**src/rtl/poly_fir_pkg.sv**
```systemverilog
// Shared types and the round/saturate helper for the polyphase decimating FIR.
package poly_fir_pkg;

  typedef enum logic [1:0] {IDLE, MAC, ROUND, OUT} fir_state_t;

  localparam int MAX_W = 64;

  typedef struct packed {
    logic             sat;
    logic [MAX_W-1:0] val;
  } rnd_sat_t;

  // Round-half-up, arithmetic shift, then clip to a signed out_w-bit range.
  function automatic rnd_sat_t round_sat(input logic signed [MAX_W-1:0] acc,
                                         input int shift, input int out_w);
    rnd_sat_t res;
    logic signed [MAX_W-1:0] one;
    logic signed [MAX_W-1:0] r;
    logic signed [MAX_W-1:0] hi;
    logic signed [MAX_W-1:0] lo;
    one = 1;
    r   = acc;
    if (shift > 0) r = (acc + (one <<< (shift - 1))) >>> shift;
    hi = (one <<< (out_w - 1)) - one;
    lo = -(one <<< (out_w - 1));
    res.sat = 1'b0;
    res.val = r;
    if (r > hi) begin
      res.sat = 1'b1;
      res.val = hi;
    end else if (r < lo) begin
      res.sat = 1'b1;
      res.val = lo;
    end
    return res;
  endfunction

endpackage

```
**src/rtl/fir_mac_unit.sv**
```systemverilog
// Signed multiply-accumulate: one full-precision product per enabled cycle.
module fir_mac_unit #(
  parameter int DATA_W = 16,
  parameter int COEF_W = 16,
  parameter int ACC_W  = 40
) (
  input  logic                     clk,
  input  logic                     reset,
  input  logic                     clear,
  input  logic                     enable,
  input  logic signed [DATA_W-1:0] sample,
  input  logic signed [COEF_W-1:0] coef,
  output logic signed [ACC_W-1:0]  acc
);

  logic signed [DATA_W+COEF_W-1:0] prod_p0;

  assign prod_p0 = sample * coef;

  // p0 -> accumulator register
  always_ff @(posedge clk or posedge reset) begin
    if (reset)       acc <= '0;
    else if (clear)  acc <= '0;
    else if (enable) acc <= acc + ACC_W'(prod_p0);
  end

endmodule

```
**src/rtl/poly_decim_fir.sv**
```systemverilog
// Decimating FIR: shifts samples in while idle, then runs one serial MAC pass per DECIM inputs.
module poly_decim_fir
  import poly_fir_pkg::*;
#(
  parameter int DATA_W    = 16,
  parameter int COEF_W    = 16,
  parameter int TAPS      = 32,
  parameter int DECIM     = 2,
  parameter int ACC_W     = 40,
  parameter int OUT_SHIFT = 15
) (
  input  logic                       clk,
  input  logic                       reset,
  input  logic signed [DATA_W-1:0]   in_data,
  input  logic                       in_valid,
  output logic                       in_ready,
  input  logic                       coef_we,
  input  logic [$clog2(TAPS)-1:0]    coef_addr,
  input  logic signed [COEF_W-1:0]   coef_wdata,
  output logic                       coef_ready,
  output logic signed [DATA_W-1:0]   out_data,
  output logic                       out_sat,
  output logic                       out_valid,
  input  logic                       out_ready
);

  localparam int TAP_W = $clog2(TAPS);
  localparam int PH_W  = (DECIM > 1) ? $clog2(DECIM) : 1;
  localparam logic [TAP_W-1:0] LAST_TAP   = TAP_W'(TAPS - 1);
  localparam logic [PH_W-1:0]  LAST_PHASE = PH_W'(DECIM - 1);

  fir_state_t               state;
  logic signed [DATA_W-1:0] dline [TAPS];
  logic signed [COEF_W-1:0] coef  [TAPS];
  logic [PH_W-1:0]          phase;
  logic [TAP_W-1:0]         tap;
  logic signed [ACC_W-1:0]  acc;
  logic                     accept;
  logic                     coef_wr;
  logic                     mac_clear;
  logic                     mac_en;
  rnd_sat_t                 rs;

  assign in_ready   = (state == IDLE) && !reset;
  assign coef_ready = (state == IDLE) && !reset;
  assign accept     = in_valid && in_ready;
  assign coef_wr    = coef_we && coef_ready;
  assign mac_clear  = accept && (phase == LAST_PHASE);
  assign mac_en     = (state == MAC);
  assign rs         = round_sat(MAX_W'(acc), OUT_SHIFT, DATA_W);

  always_ff @(posedge clk or posedge reset) begin
    if (reset) begin
      for (int k = 0; k < TAPS; k++) coef[k] <= '0;
    end else if (coef_wr) begin
      coef[coef_addr] <= coef_wdata;
    end
  end

  always_ff @(posedge clk or posedge reset) begin
    if (reset) begin
      for (int k = 0; k < TAPS; k++) dline[k] <= '0;
    end else if (accept) begin
      dline[0] <= in_data;
      for (int k = 1; k < TAPS; k++) dline[k] <= dline[k-1];
    end
  end

  fir_mac_unit #(
    .DATA_W (DATA_W),
    .COEF_W (COEF_W),
    .ACC_W  (ACC_W)
  ) u_mac (
    .clk    (clk),
    .reset  (reset),
    .clear  (mac_clear),
    .enable (mac_en),
    .sample (dline[tap]),
    .coef   (coef[tap]),
    .acc    (acc)
  );

  // Control: the wrapping acceptance kicks off a TAPS-cycle MAC pass, then round and hold
  always_ff @(posedge clk or posedge reset) begin
    if (reset) begin
      state     <= IDLE;
      phase     <= '0;
      tap       <= '0;
      out_data  <= '0;
      out_sat   <= 1'b0;
      out_valid <= 1'b0;
    end else begin
      case (state)
        IDLE: begin
          if (accept) begin
            if (phase == LAST_PHASE) begin
              phase <= '0;
              tap   <= '0;
              state <= MAC;
            end else begin
              phase <= phase + 1'b1;
            end
          end
        end
        MAC: begin
          if (tap == LAST_TAP) state <= ROUND;
          else                 tap   <= tap + 1'b1;
        end
        ROUND: begin
          out_data  <= rs.val[DATA_W-1:0];
          out_sat   <= rs.sat;
          out_valid <= 1'b1;
          state     <= OUT;
        end
        OUT: begin
          if (out_ready) begin
            out_valid <= 1'b0;
            state     <= IDLE;
          end
        end
        default: state <= IDLE;
      endcase
    end
  end

endmodule

```
**config.mk**
```make
export PLATFORM = sky130hd
export DESIGN_NAME = poly_decim_fir
export DESIGN_NICKNAME = d
export VERILOG_FILES = /design/src/rtl/poly_fir_pkg.sv /design/src/rtl/fir_mac_unit.sv /design/src/rtl/poly_decim_fir.sv
export SDC_FILE = /design/constraint.sdc
export NUM_CORES = 2
export LEC_CHECK = 0
export ABC_CLOCK_PERIOD_IN_PS = 73200
export CAP_MARGIN = 15
export CORE_MARGIN = 4
export CORE_UTILIZATION = 40
export DETAILED_ROUTE_END_ITERATION = 16
export GPL_TIMING_DRIVEN = 0
export REMOVE_ABC_BUFFERS = 1
export SETUP_SLACK_MARGIN = 0.1
export SYNTH_ARGS = -nofsm -noshare
export SYNTH_HDL_FRONTEND = slang
export SYNTH_HIERARCHICAL = 1
export SYNTH_SLANG_ARGS = --single-unit
export TNS_END_PERCENT = 10
```
**constraint.sdc**
```tcl
create_clock -name clk -period 73.2 [get_ports clk]
set_clock_uncertainty 0.1 [all_clocks]
set_input_delay 7.32 -clock clk [delete_from_list [all_inputs] [get_ports clk]]
set_output_delay 7.32 -clock clk [all_outputs]
set_load 0.01 [all_outputs]
```
==> flow_summary.yaml <==
outcome:
  status: "finished, final reports clean"
timing:
  fin_hold_ws_ns: 0.3547
  report.final.slew_viol_count: 0
  finalCritPeriodShare: 0.2266
  finalCriticalPeriod_ns: 16.59
  fmax_mhz: 60.28
  rsz0062_at_grt: "false"
  fin_ws_ns: 56.61
  setup_tns_ns: 0
  setup_viol: 0
  finalHoldViolCount: 0
  worst_pin_slew_ns: 1.199
  relSlewSlack: 0.1983
grt:
  antenna_found_initial: 2
  grt_pass1_vias: 43379
  track_usage: 0.1814
  grt_pass1_wl_um: 241100
  grt_max_degree: 126
  grt.overflow.total: 0
floorplan:
  placeableCoreArea_um2: 154900
  die_w_um: 403.8
  rows: 144
  die-area_um2: 163000
  die_h_um: 403.8
  boundaryPins: 62
  start_util: 0.4043
place:
  dp_hpwl_um: 95420
  place_ws_ns: 56.64
  place.gp.congestion: 0.8062
  place_inst: 7812
  portBuffers: 61
min_path:
  min_from: "dline[215]"
  min_path_cells: 2
  hold_path_class: "reg -> reg"
  hold_end: "dline[199]"
critical_path:
  critPathKind: "in -> out"
  endpoint_kind: "output port"
  rr_startpoint: "tap[0]"
  r2r-end: "u_mac/acc[34]"
  reg2regPathDepth: 29
  reg2reg_slack_ns: 62.24
  crit_path_start_kind: "primary input"
  arrival_ns: 9.17
  worstPathRequired_ns: 65.78
  crit_fanout: 4
cells_and_area:
  final_net_count: 6384
  fillers: 14324
  drive_gt1_frac: 0.1778
  syn_to_final_growth_pct: 12.54
  instances_no_fill: 8035
clock_network:
  clockRootBuffer: "clkbuf_16"
  clock_sinks: 1090
  cts_tree: "done"
  clk_pin_slew_ns: 0.06
  htree_levels: 3
  post_cts_resized: 0
  cts_setup_buffers: 0
  cts.path.max_buffers: 3
  worstSkewPairLatency_ns: 0.76
  cts.hold.buffers_added: 0
  numCtsBuffers: 115
synthesis:
  synth.most_common_cell: "nand2_1"
  yosys_warnings: 6
  synth_top_area_share: 0.4354
  synthArstFlopShare: 1.000
  synth_edf_count: 0
  avgSynthCellArea_um2: 10.43
  synth_ff_type: "dfrtp_1"
  synth_cells: 6006
  synth_area_leader_cell: "dfrtp_1"
  ys_seq_area_frac: 0.4354
  synth_seq_cells: 1090
  synthTopCellsByCount: "nand2_1 (1,847), dfrtp_1 (1,090), mux2_2 (577), inv_1 (426), clkbuf_1 (334)"
  synth.area.top_cells: "dfrtp_1 (44%), nand2_1 (11%), fa_1 (11%), mux2_2 (10%), mux4_2 (4.6%)"
  synth_cell_types: 72
  syn_area_um2: 62650
detailed_routing:
  route.detailed.drc: 0
  route.vias.total: 42023
  drt_iter0_drc: 2667
  wl_per_cell_um: 18.20
  viasPerCell: 5.230
  final_antenna_net_count: 0
  wl_um: 146300
  drt-pass1-iter-count: 6
power_and_ir_drop:
  vdd_ir_drop_max_mv: 0.04324
  p_per_area_nw_per_um2: 44.90
  p_leak_uw: 0.03476
  total_power_uw: 3166
run:
  cap_violations: 0
[sequential cells by signal, indices dropped and copies added, names as in the netlist]
signal / cells
out_valid: 1
tap: 5
out_sat: 1
dline: 512
phase: 1
out_data: 16
coef: 512
state: 2
u_mac/acc: 40
[cell type report]
| type | count | area [um2] | share of cell area |
|---|---|---|---|
| flip-flops and latches | 1090 | 27290 | 0.3871 |
| well taps | 2044 | 2557 | 0.03627 |
| clock buffers | 171 | 3369 | 0.04779 |
| repair buffers | 147 | 2525 | 0.03581 |
| inverters | 426 | 1607 | 0.02279 |
| multi-input cells | 4110 | 32510 | 0.4611 |
| diodes | 1 | 2.502 | 0.00003549 |
| clock inverters | 46 | 641.9 | 0.009104 |
[worst max-delay path, cell delays in order]
cell,delay (ns)
clkdlybuf4s50_1,0.60
nor2b_1,0.42
buf_6,0.24
clkdlybuf4s50_1,0.57
[layer usage]
layer | wire (um) | GRT usage
met5 | 0 | 0
met4 | 2848 | 0.04024
met3 | 5329 | 0.02382
met2 | 69180 | 0.2959
met1 | 68920 | 0.2601
[per-stage QoR]
step	area [um2]	utilization
finish	70510	0.4550
detailed placement	66370	0.4283
global placement	64370	0.4154
global route	70500	0.4550
floorplan	61200	-
CTS	70380	0.4542
[layout by cell type (no fill, tap or decap), types with 10 or more instances in the layout]
master,netlist,layout
nand2_1,1847,1845
dfrtp_1,1090,1085
mux2_2,577,577
inv_1,426,423
fa_1,330,329
mux2i_1,214,214
a21oi_1,130,130
mux4_2,128,128
and2_1,122,121
ha_1,122,121
clkbuf_16,0,116
o221ai_1,101,101
o21ai_0,119,88
nor2_1,100,86
clkdlybuf4s50_1,0,61
buf_16,0,52
o22ai_1,34,34
xnor2_1,31,31
clkbuf_1,334,29
clkbuf_8,0,26
o21ai_2,0,25
clkinv_2,0,22
nand3_1,20,20
xor2_1,20,20
buf_8,0,20
a21o_1,19,19
a31oi_1,15,15
a211oi_1,13,13
nor2_2,0,12
nand4_1,11,11
bufinv_16,0,11
nand2b_1,11,10
[how the worst max path moves through the flow]
stage | start | cells past startpoint | endpoint | slack, ns
detailed placement | reset | 4 | coef_ready | 56.64
CTS | reset | 4 | coef_ready | 56.62
global placement | reset | 7 | u_mac/acc[20] | 18.20
global route | reset | 4 | coef_ready | 56.58
floorplan | reset | 6 | u_mac/acc[20] | 32.33
finish | reset | 4 | coef_ready | 56.61
[power breakdown]
group	switching, uW	internal [uW]
sequential	82.0	704
clock	255	359
combinational	1040	728
[cells by family after synthesis]
| group | Yosys count | share of synthesized area |
|---|---|---|
| AO/OA/AOI/OAI | 504 | 0.05410 |
| XOR/XNOR | 51 | 0.007130 |
| adder cells (fa/ha/maj) | 452 | 0.1298 |
| buffers and inverters | 806 | 0.04861 |
| flip-flops | 1090 | 0.4354 |
| multiplexers | 919 | 0.1839 |
| AND/OR/NAND/NOR | 2184 | 0.1410 |
Power figures use the tool's default switching activity.
